**config.mk**
```make
export PLATFORM = sky130hd
export DESIGN_NAME = burst_sequencer
export DESIGN_NICKNAME = d
export VERILOG_FILES = /design/src/rtl/burst_seq_pkg.sv /design/src/rtl/seq_window_cmp.sv /design/src/rtl/burst_sequencer.sv
export SDC_FILE = /design/constraint.sdc
export NUM_CORES = 1
export LEC_CHECK = 0
export ABC_AREA = 0
export CORE_ASPECT_RATIO = 0.7
export CORE_MARGIN = 4
export CORE_UTILIZATION = 40
export DETAILED_ROUTE_END_ITERATION = 10
export GPL_TIMING_DRIVEN = 0
export REMOVE_ABC_BUFFERS = 1
export SETUP_SLACK_MARGIN = 0.2
export SLEW_MARGIN = 20
export SYNTH_ARGS = -nofsm -noshare
export SYNTH_HDL_FRONTEND = slang
export SYNTH_SLANG_ARGS = --single-unit
export TNS_END_PERCENT = 5
```
**constraint.sdc**
```tcl
create_clock -name Clk_in -period 15.4 [get_ports Clk_in]
set_input_delay 4.62 -clock Clk_in [delete_from_list [all_inputs] [get_ports Clk_in]]
set_output_delay 4.62 -clock Clk_in [all_outputs]
set_load 0.01 [all_outputs]
```
**src/rtl/burst_seq_pkg.sv**
```systemverilog
// Shared types and constants for the radar burst sequencer.
`timescale 1ns/1ps
package burst_seq_pkg;

  localparam int unsigned MIN_PERIOD = 2;
  localparam int unsigned DEF_PER_W  = 16;
  localparam int unsigned DEF_BEAM_W = 4;
  localparam int unsigned BURST_W    = 8;

  typedef enum logic {
    S_IDLE = 1'b0,
    S_RUN  = 1'b1
  } seq_state_t;

endpackage

```
**src/rtl/seq_window_cmp.sv**
```systemverilog
// Registered "count inside [start, start+len)" flag, used for both TX gate and RX window.
`timescale 1ns/1ps
module seq_window_cmp #(
  parameter int unsigned CNT_W = 16,
  parameter int unsigned LEN_W = 16
) (
  input  logic             clk,
  input  logic             rst_n,
  input  logic             i_en,
  input  logic [CNT_W-1:0] i_cnt,
  input  logic [CNT_W-1:0] i_start,
  input  logic [LEN_W-1:0] i_len,
  output logic             o_hit
);

  localparam int unsigned W = (CNT_W > LEN_W) ? CNT_W : LEN_W;

  logic [W-1:0] w_offset;
  logic         w_hit;
  logic         r_hit;

  // Offset form avoids overflow of start+len near the top of the count range.
  always_comb begin
    w_offset = W'(i_cnt) - W'(i_start);
    w_hit    = i_en && (i_cnt >= i_start) && (w_offset < W'(i_len));
  end

  always_ff @(posedge clk) begin
    if (!rst_n) begin
      r_hit <= 1'b0;
    end else begin
      r_hit <= w_hit;
    end
  end

  assign o_hit = r_hit;

endmodule

```
**src/rtl/burst_sequencer.sv**
```systemverilog
// PRI / beam sequencer: TX gate, RX window, beam index and frame pulse.
// Optional BURST_SEQ_STAGGER_EN adds Prf_stagger for dual-PRF on odd PRIs.
`timescale 1ns/1ps
module burst_sequencer
  import burst_seq_pkg::*;
#(
  parameter int unsigned PER_W  = DEF_PER_W,
  parameter int unsigned BEAM_W = DEF_BEAM_W
) (
  input  logic               Clk_in,
  input  logic               Rst_n,
  input  logic               Enable,
  input  logic [PER_W-1:0]   Prf_period,
`ifdef BURST_SEQ_STAGGER_EN
  input  logic [PER_W-1:0]   Prf_stagger,
`endif
  input  logic [BURST_W-1:0] Burst_len,
  input  logic [PER_W-1:0]   Rx_delay,
  input  logic [PER_W-1:0]   Rx_len,
  input  logic [BEAM_W-1:0]  Num_beams,
  output logic               gate,
  output logic               Rx_window,
  output logic [BEAM_W-1:0]  Beam_idx,
  output logic               Frame_done,
  output logic               Busy
);

  seq_state_t r_state, w_state_nxt;

  logic [PER_W-1:0]   r_cnt,       w_cnt_nxt;
  logic [BEAM_W-1:0]  r_beam,      w_beam_nxt;
  logic [PER_W-1:0]   r_period,    w_period_nxt;
  logic [BURST_W-1:0] r_burst,     w_burst_nxt;
  logic [PER_W-1:0]   r_rx_delay,  w_rx_delay_nxt;
  logic [PER_W-1:0]   r_rx_len,    w_rx_len_nxt;
  logic [BEAM_W-1:0]  r_num_beams, w_num_beams_nxt;
  logic               r_frame_done, w_frame_done_nxt;
  logic               r_busy,      w_busy_nxt;

  logic               w_last_cnt;
  logic               w_last_beam;
  logic               w_pri_start;
  logic [BEAM_W-1:0]  w_pri_beam;
  logic [PER_W-1:0]   w_per_raw;
  logic [PER_W-1:0]   w_per_eff;
  logic               w_run_nxt;

  // Beam index the next PRI would carry; drives the stagger parity.
  always_comb begin
    w_last_cnt  = (r_cnt == r_period - PER_W'(1));
    w_last_beam = (r_beam == r_num_beams);
    w_pri_beam  = (r_state == S_RUN && !w_last_beam) ? r_beam + BEAM_W'(1) : '0;
  end

`ifdef BURST_SEQ_STAGGER_EN
  logic [PER_W:0]   w_stag_sum;
  logic [PER_W-1:0] w_per_stag;

  always_comb begin
    w_stag_sum = {1'b0, Prf_period} + {1'b0, Prf_stagger};
    w_per_stag = w_stag_sum[PER_W] ? '1 : w_stag_sum[PER_W-1:0];
    w_per_raw  = w_pri_beam[0] ? w_per_stag : Prf_period;
  end
`else
  assign w_per_raw = Prf_period;
`endif

  assign w_per_eff = (w_per_raw < PER_W'(MIN_PERIOD)) ? PER_W'(MIN_PERIOD) : w_per_raw;

  // Next-state and register-input logic.
  always_comb begin
    w_state_nxt      = r_state;
    w_cnt_nxt        = r_cnt;
    w_beam_nxt       = r_beam;
    w_period_nxt     = r_period;
    w_burst_nxt      = r_burst;
    w_rx_delay_nxt   = r_rx_delay;
    w_rx_len_nxt     = r_rx_len;
    w_num_beams_nxt  = r_num_beams;
    w_frame_done_nxt = 1'b0;
    w_busy_nxt       = r_busy;
    w_pri_start      = 1'b0;

    case (r_state)
      S_IDLE: begin
        if (Enable) begin
          w_state_nxt     = S_RUN;
          w_cnt_nxt       = '0;
          w_beam_nxt      = '0;
          w_busy_nxt      = 1'b1;
          w_pri_start     = 1'b1;
          w_num_beams_nxt = Num_beams;
        end
      end
      S_RUN: begin
        if (w_last_cnt) begin
          w_cnt_nxt        = '0;
          w_frame_done_nxt = w_last_beam;
          if (Enable) begin
            w_beam_nxt  = w_pri_beam;
            w_pri_start = 1'b1;
            if (w_last_beam) begin
              w_num_beams_nxt = Num_beams;
            end
          end else begin
            w_state_nxt = S_IDLE;
            w_beam_nxt  = '0;
            w_busy_nxt  = 1'b0;
          end
        end else begin
          w_cnt_nxt = r_cnt + PER_W'(1);
        end
      end
      default: begin
        w_state_nxt = S_IDLE;
        w_busy_nxt  = 1'b0;
      end
    endcase

    if (w_pri_start) begin
      w_period_nxt   = w_per_eff;
      w_burst_nxt    = Burst_len;
      w_rx_delay_nxt = Rx_delay;
      w_rx_len_nxt   = Rx_len;
    end
  end

  always_ff @(posedge Clk_in) begin
    if (!Rst_n) begin
      r_state      <= S_IDLE;
      r_cnt        <= '0;
      r_beam       <= '0;
      r_period     <= PER_W'(MIN_PERIOD);
      r_burst      <= '0;
      r_rx_delay   <= '0;
      r_rx_len     <= '0;
      r_num_beams  <= '0;
      r_frame_done <= 1'b0;
      r_busy       <= 1'b0;
    end else begin
      r_state      <= w_state_nxt;
      r_cnt        <= w_cnt_nxt;
      r_beam       <= w_beam_nxt;
      r_period     <= w_period_nxt;
      r_burst      <= w_burst_nxt;
      r_rx_delay   <= w_rx_delay_nxt;
      r_rx_len     <= w_rx_len_nxt;
      r_num_beams  <= w_num_beams_nxt;
      r_frame_done <= w_frame_done_nxt;
      r_busy       <= w_busy_nxt;
    end
  end

  // Window flags are computed from next-cycle count so they line up with r_cnt.
  assign w_run_nxt = (w_state_nxt == S_RUN);

  seq_window_cmp #(
    .CNT_W (PER_W),
    .LEN_W (BURST_W)
  ) u_gate_cmp (
    .clk     (Clk_in),
    .rst_n   (Rst_n),
    .i_en    (w_run_nxt),
    .i_cnt   (w_cnt_nxt),
    .i_start ('0),
    .i_len   (w_burst_nxt),
    .o_hit   (gate)
  );

  seq_window_cmp #(
    .CNT_W (PER_W),
    .LEN_W (PER_W)
  ) u_rx_cmp (
    .clk     (Clk_in),
    .rst_n   (Rst_n),
    .i_en    (w_run_nxt),
    .i_cnt   (w_cnt_nxt),
    .i_start (w_rx_delay_nxt),
    .i_len   (w_rx_len_nxt),
    .o_hit   (Rx_window)
  );

  assign Beam_idx   = r_beam;
  assign Frame_done = r_frame_done;
  assign Busy       = r_busy;

endmodule
```
# == Word level (Yosys, flattened, before mapping) ==
# Cells that the tools add are included.
# op_classes
muxes,26
n_div,0
mul,0
n_shift,0
addsub,4
bitwise_logic,1
eq_ne,7
magnitude_cmp,5
reduce_logical,10
# ops
op,n
$mux W16,5
$mux W4,8
$pmux W16 S2,1
$add A16 B1 Y16 const B,1
$eq A16 B16 Y1,1
$ge A16 B1 Y1 const B,1
$ge A16 B16 Y1,1
$lt A16 B16 Y1,1
$lt A16 B2 Y1 const B,1
$lt A16 B8 Y1,1
$pmux W4 S2,2
$sub A16 B1 Y16 const B,1
$sub A16 B16 Y16,1
$mux W8,1
$mux W1,6
$ne A2 B2 Y1 const B,3
$pmux W1 S2,3
$reduce_and A3 Y1,2
$logic_and A1 B1 Y1,5
$add A4 B1 Y4 const B,1
$eq A4 B4 Y1,1
$ne A2 B1 Y1 const B,2
$reduce_and A4 Y1,1
$reduce_and A2 Y1,1
2 further kinds,2
# word_totals
in_bits,63
word_cells,65
regBits,85
ramBits,0
memories,0
latchBits,0
romBits,0

# == Depth between registers and ports, before layout ==
# depth
word_depth,8
mapped_depth,31

# == Modules after synthesis ==
# From an unflattened synthesis, not the netlist that was laid out.
# unflattened
cells_unflattened,871
hier_area_um2,7099.3
# by_module_without_submodules
module,cells_per_inst,seq_area_each_um2,area_per_inst_um2,instances
burst_sequencer,536,1661.6,4718.3,1
seq_window_cmp at u_rx_cmp,178,20.0,1272.5,1
seq_window_cmp at u_gate_cmp,157,20.0,1108.6,1

# == Least setup slack after synthesis ==
# OpenSTA, ideal clock, no wires.
# synth_path
path_kind,input to register
from,input Enable
to,"register u_rx_cmp.r_hit, in the netlist u_rx_cmp.o_hit"
slack_ps,6573
arrival_time_ps,8711
stages,20
cell_sequence,clkbuf_1 -> nand2_1 -> buf_2 -> mux2i_1 -> ha_1 -> nor2b_1 -> o21ai_0 -> a21boi_0 -> o211ai_1 -> a21oi_1 -> o311a_1 -> o21a_1 -> o21ai_0 -> o311ai_0 -> ha_1 -> nand4_1 -> or3_1 -> o21ai_0 -> nor4_1 -> and4_1
# synth_between
elab_chain_cells,7
elab_cells_between_ends,14
classes_between,1 x add/sub; 2 x order compare; 9 x mux; 2 x reduce/logical
# synth_lines
element,line,text
from (decl),burst_sequencer.sv:12,"input logic Enable,"
$mux W1,"burst_sequencer.sv:86, burst_sequencer.sv:99",
$mux W1,burst_sequencer.sv:96,if (w_last_cnt) begin
$pmux W1 S2,burst_sequencer.sv:84,case (r_state)
$mux W16,burst_sequencer.sv:120,if (w_pri_start) begin
$sub A16 B16 Y16 or $ge A16 B16 Y1 (tied branches),"seq_window_cmp.sv:24, seq_window_cmp.sv:25",
$lt A16 B16 Y1 or $logic_and A1 B1 Y1 (tied branches),seq_window_cmp.sv:25,w_hit = i_en && (i_cnt >= i_start) && (w_offset < W'(i_len));
$logic_and A1 B1 Y1 (*),seq_window_cmp.sv:25,
to (signal assigned),seq_window_cmp.sv:32,r_hit <= w_hit;
to (decl),seq_window_cmp.sv:20,logic r_hit;
# Mark *: on every way between the ends. The rest lies on a longest branch, timed or not.
# A chain may end at the register's enable or synchronous reset.

# == Worst setup path in the final report ==
# layout_path
from,input Enable
to,"register u_rx_cmp.r_hit, in the netlist u_rx_cmp.o_hit"
# layout_between
elab_chain_cells,7
elab_cells_between_ends,14
classes_between,1 x add/sub; 2 x order compare; 9 x mux; 2 x reduce/logical
# layout_lines
element,line,text
$mux W1 (*),"burst_sequencer.sv:86, burst_sequencer.sv:99",
$mux W1,burst_sequencer.sv:96,
$pmux W1 S2 (*),burst_sequencer.sv:84,
$mux W16 (*),burst_sequencer.sv:120,
net u_rx_cmp.i_start[0],seq_window_cmp.sv:11,"input logic [CNT_W-1:0] i_start,"
$sub A16 B16 Y16 or $ge A16 B16 Y1 (tied branches),"seq_window_cmp.sv:24, seq_window_cmp.sv:25",
$lt A16 B16 Y1 or $logic_and A1 B1 Y1 (tied branches),seq_window_cmp.sv:25,
$logic_and A1 B1 Y1 (*),seq_window_cmp.sv:25,
# The timed path passes the listed nets; every way through them passes the cells marked *.

==> impl_metrics.yaml <==
yosys:
  synth_ff_type: "sky130_fd_sc_hd__dfxtp_1"
  post_synth.cell_area_avg_um2: 8.284
  yosysSeqAreaShare_pct: 32.45
  syn-cell-area_um2: 5244
  number_of_instances_in_the_synthesized_netlist: 633
  synth-edff-count: 0
  synth_seq_cells: 85
  yosysWarningCount: 0
  synth.distinct_cells: 58
  synth_async_sr_flop_share_pct: 0
critical_path:
  critical_path.max_stage_delay_ps: 770
  cp_common_cell: "sky130_fd_sc_hd__o21ai_0"
  cp.required_ps: 15640
  critical_path.startpoint_type: "input pin"
  worst_setup_path_end_kind: "flop"
  critical_path_peak_fanout: 18
  reg2reg_to: "u_rx_cmp.o_hit"
  worst_r2r_path_depth: 27
  worst-r2r-setup-slack_ps: 7580
  critical_path.cell_chain: "clkdlybuf4s50_1 > inv_1 > nor2_2 > nand2_1 > nand2_1 > ha_1 > inv_1 > fa_1 > a21o_1 > a21oi_1 > nand2b_1 > nor2b_1 > o21ai_0 > a211o_1 > o211ai_1 > o21ai_0 > xnor2_1 > ha_1 > nand4_1 > or3_1 > o21ai_0 > nor4_1 > and4_1"
  critical_path.slowest_cell: "sky130_fd_sc_hd__clkdlybuf4s50_1"
  setup.worst_path.class: "in2reg"
  worstReg2RegStart: "r_period[0]"
  arrival_ps: 10180
power_and_ir_drop:
  internal_power_uw: 459.3
  power_leakage_uw: 0.002731
  power.clock.fraction_pct: 40.3
  seq_power_share_pct: 37.5
  max-vdd-ir-drop_v: 0.00006140
  power_density_nw_per_um2: 98.68
  comb_pwr_share_pct: 22.2
  switching_power_uw: 177.5
  p_sw_share_pct: 27.88
die:
  cell_rows: 34
  die-height_um: 103.8
  io_pins: 71
  die-width_um: 144.9
  initial_core_util_pct: 41.50
  core-area_um2: 12630
  die_area_um2: 15030
timing:
  drv_slew: 0
  finalSetupTns_ps: 0
  max_clock_skew_ps: 5.591
  finalCriticalPeriod_ps: 9940
  fin_crit_sh_pct: 64.55
  max_slew_headroom_pct: 30.90
  finalHoldViolations: 0
  rsz0062_at_grt: "false"
  setup_violations: 0
  achievable-frequency_mhz: 100.6
  measured_slew_at_the_worst_slew_check_pin_ps: 1033
cells_and_area:
  post_route_cell_area_um2: 6454
  final_layout_size_suffix_gt1_share_pct: 4.304
  area_growth_pct: 23.07
  num-fill-cells: 1191
  multiInputGateArea_um2: 3373
  final_net_count: 797
  antennaDiodeCount: 0
  sequential_cell_area_um2: 1702
clocking:
  path_clk_slew_ps: 60
  cts.sinks: 85
  cts_setup_buffers: 0
  cts_hold_buffers: 0
  cts.htree.levels: 3
  clk_latency_ps: 350
  cts_resized: 0
  tritoncts: "built"
  numCtsBuffers: 9
  root_buffer: "sky130_fd_sc_hd__clkbuf_16"
  max-clock-path-buffers: 2
place:
  io_buffers: 70
  placer_congestion: 0.8358
  place.detailed.hpwl_um: 10670
  dpl-instance-area_um2: 6097
global_routing:
  global_route_wire_length_before_repair_um: 22790
  gr-usage-all-layers_pct: 18.91
  grt_pass1_vias: 4601
  number_of_antenna_violations_at_the_first_check_in_global_routing: 0
  grt_overflow_total: 0
  grt_max_degree: 40
drt:
  drt_first_iter_violations: 256
  wire_per_inst_um: 16.13
  antenna_violating_nets_post_route: 0
  wirelength_um: 13860
  drc_errors: 0
  firstDrtPassIters: 5
  routed-via-count: 4704
  viasPerCell: 5.476
hold_path:
  timing.hold.worst_endpoint: "r_rx_delay[0]"
  min-delay-path-class: "reg2reg"
  timing.hold.worst.start: "r_rx_delay[0]"
  hold_path_depth: 2
status:
  status: "complete, no violations"
flow_run:
  maxCapViolations: 0
## cells in the final DEF, fill, tap and decap left out, types with 3 or more instances in the layout
cell type	n
sky130_fd_sc_hd__o211ai_1	4
sky130_fd_sc_hd__mux2i_1	43
sky130_fd_sc_hd__xor2_1	7
sky130_fd_sc_hd__or3_1	5
sky130_fd_sc_hd__and4_1	4
sky130_fd_sc_hd__a21boi_0	4
sky130_fd_sc_hd__ha_1	41
sky130_fd_sc_hd__nand4_1	19
sky130_fd_sc_hd__nor2_1	76
sky130_fd_sc_hd__nand3b_1	3
sky130_fd_sc_hd__a21oi_1	42
sky130_fd_sc_hd__nand3_1	12
sky130_fd_sc_hd__o21a_1	4
sky130_fd_sc_hd__o31ai_1	4
sky130_fd_sc_hd__nor3b_1	3
sky130_fd_sc_hd__nand2b_1	3
sky130_fd_sc_hd__nor3_1	12
sky130_fd_sc_hd__and3_1	8
sky130_fd_sc_hd__clkdlybuf4s50_1	70
sky130_fd_sc_hd__bufinv_16	3
sky130_fd_sc_hd__clkbuf_16	9
sky130_fd_sc_hd__and2_1	16
sky130_fd_sc_hd__inv_1	18
sky130_fd_sc_hd__nand2_1	67
sky130_fd_sc_hd__nor4_1	10
sky130_fd_sc_hd__dfxtp_1	85
sky130_fd_sc_hd__a31oi_1	8
sky130_fd_sc_hd__o21ai_0	28
sky130_fd_sc_hd__a21o_1	9
sky130_fd_sc_hd__nor2b_1	5
sky130_fd_sc_hd__xnor2_1	30
## worst max-delay path: cells and delay by family
| family | cells | cell delay, ps |
|---|---|---|
| compound gates | 7 | 1310 |
| xor+xnor | 1 | 170 |
| fa+ha+maj | 3 | 870 |
| simple gates | 9 | 2180 |
| buf+inv | 3 | 1040 |
## state kept, by name, summed over array words and instances, names as in the netlist
signal            count
r_rx_delay           16
r_num_beams           4
r_period             16
Frame_done            1
u_gate_cmp.o_hit      1
r_burst               8
r_state               1
u_rx_cmp.o_hit        1
r_cnt                16
Busy                  1
r_rx_len             16
Beam_idx              4
## per-layer routing
| layer | vias up | track usage, % | share of wire (%) |
|---|---|---|---|
| li1 | 2387 | - | - |
| met1 | 2206 | 28.58 | 53 |
| met2 | 101 | 26.78 | 42 |
| met3 | 10 | 4.514 | 4.7 |
| met4 | 0 | 4.594 | 0.92 |
| met5 | - | 0 | 0 |
## power groups by stage
stage / sequential, µW / clock (µW) / combinational [µW]
6_report: 239 / 257 / 142
5_1_grt: 240 / 272 / 159
4_1_cts: 239 / 262 / 141
3_5_place_dp: 244 / 0 / 141
3_3_place_gp: 243 / 0 / 135
2_1_floorplan: 242 / 0 / 93.6
## cell type report
cell class	count	share of cell area [%]
sequential	85	26.37
inverter	19	1.105
timing repair buffer	73	11.71
multi-input combinational	504	52.27
tap	162	3.141
clock buffer	10	3.703
clock inverter	6	1.706
## worst max-delay path by stage
stage          startpoint  cells after the start              to
2_1_floorplan      Enable                     18  u_rx_cmp.o_hit
3_3_place_gp       Enable                     19  u_rx_cmp.o_hit
3_5_place_dp       Enable                     23  u_rx_cmp.o_hit
4_1_cts            Enable                     23  u_rx_cmp.o_hit
5_1_grt            Enable                     23  u_rx_cmp.o_hit
6_report           Enable                     23  u_rx_cmp.o_hit
## synthesized netlist by cell type (3+ instances only)
master / n / area (µm²)
sky130_fd_sc_hd__inv_1: 19 / 71.32
sky130_fd_sc_hd__o21ai_0: 28 / 140.1
sky130_fd_sc_hd__a31oi_1: 8 / 50.05
sky130_fd_sc_hd__a21o_1: 9 / 67.56
sky130_fd_sc_hd__dfxtp_1: 85 / 1702
sky130_fd_sc_hd__xnor2_1: 30 / 262.8
sky130_fd_sc_hd__ha_1: 41 / 513.0
sky130_fd_sc_hd__nand4_1: 19 / 118.9
sky130_fd_sc_hd__nor4_1: 10 / 62.56
sky130_fd_sc_hd__nand3b_1: 3 / 22.52
sky130_fd_sc_hd__a21oi_1: 42 / 210.2
sky130_fd_sc_hd__nor2b_1: 5 / 31.28
sky130_fd_sc_hd__o31ai_1: 4 / 30.03
sky130_fd_sc_hd__and3_1: 8 / 50.05
sky130_fd_sc_hd__xor2_1: 7 / 61.31
sky130_fd_sc_hd__mux2i_1: 43 / 430.4
sky130_fd_sc_hd__nor3_1: 12 / 60.06
sky130_fd_sc_hd__o21a_1: 4 / 30.03
sky130_fd_sc_hd__a21boi_0: 4 / 30.03
sky130_fd_sc_hd__and2_1: 16 / 100.1
sky130_fd_sc_hd__buf_2: 5 / 25.02
sky130_fd_sc_hd__nand2_1: 68 / 255.2
sky130_fd_sc_hd__clkbuf_1: 19 / 71.32
sky130_fd_sc_hd__and4_1: 4 / 35.03
sky130_fd_sc_hd__or3_1: 5 / 31.28
sky130_fd_sc_hd__nor3b_1: 3 / 22.52
sky130_fd_sc_hd__nand2b_1: 3 / 18.77
sky130_fd_sc_hd__o211ai_1: 4 / 30.03
sky130_fd_sc_hd__nor2_1: 77 / 289.0
sky130_fd_sc_hd__nand3_1: 12 / 60.06
## kinds of logic (layout without fill, tap and decap cells)
logic type,count (synthesis),count (layout),share of synthesized area (%)
adder cells (fa/ha/maj),42,42,10.16
XOR/XNOR,37,37,6.180
buffers and inverters,44,108,3.412
AO/OA/AOI/OAI,126,126,15.13
flip-flops,85,85,32.45
AND/OR/NAND/NOR,256,256,24.46
multiplexers,43,43,8.208
## through the flow
step	power, µW	std cells	worst slack [ps]	hold WS, ps	utilization [%]
2_1_floorplan	335.3	608	5778	444.3	-
3_3_place_gp	378.4	840	3974	452.0	47.80
3_5_place_dp	384.1	842	5213	465.9	48.26
4_1_cts	642.1	858	5534	475.1	51.02
5_1_grt	670.7	859	5086	515.0	51.08
6_report	636.8	859	5460	470.9	51.08
No activity file was read; power rests on OpenSTA's default activity.
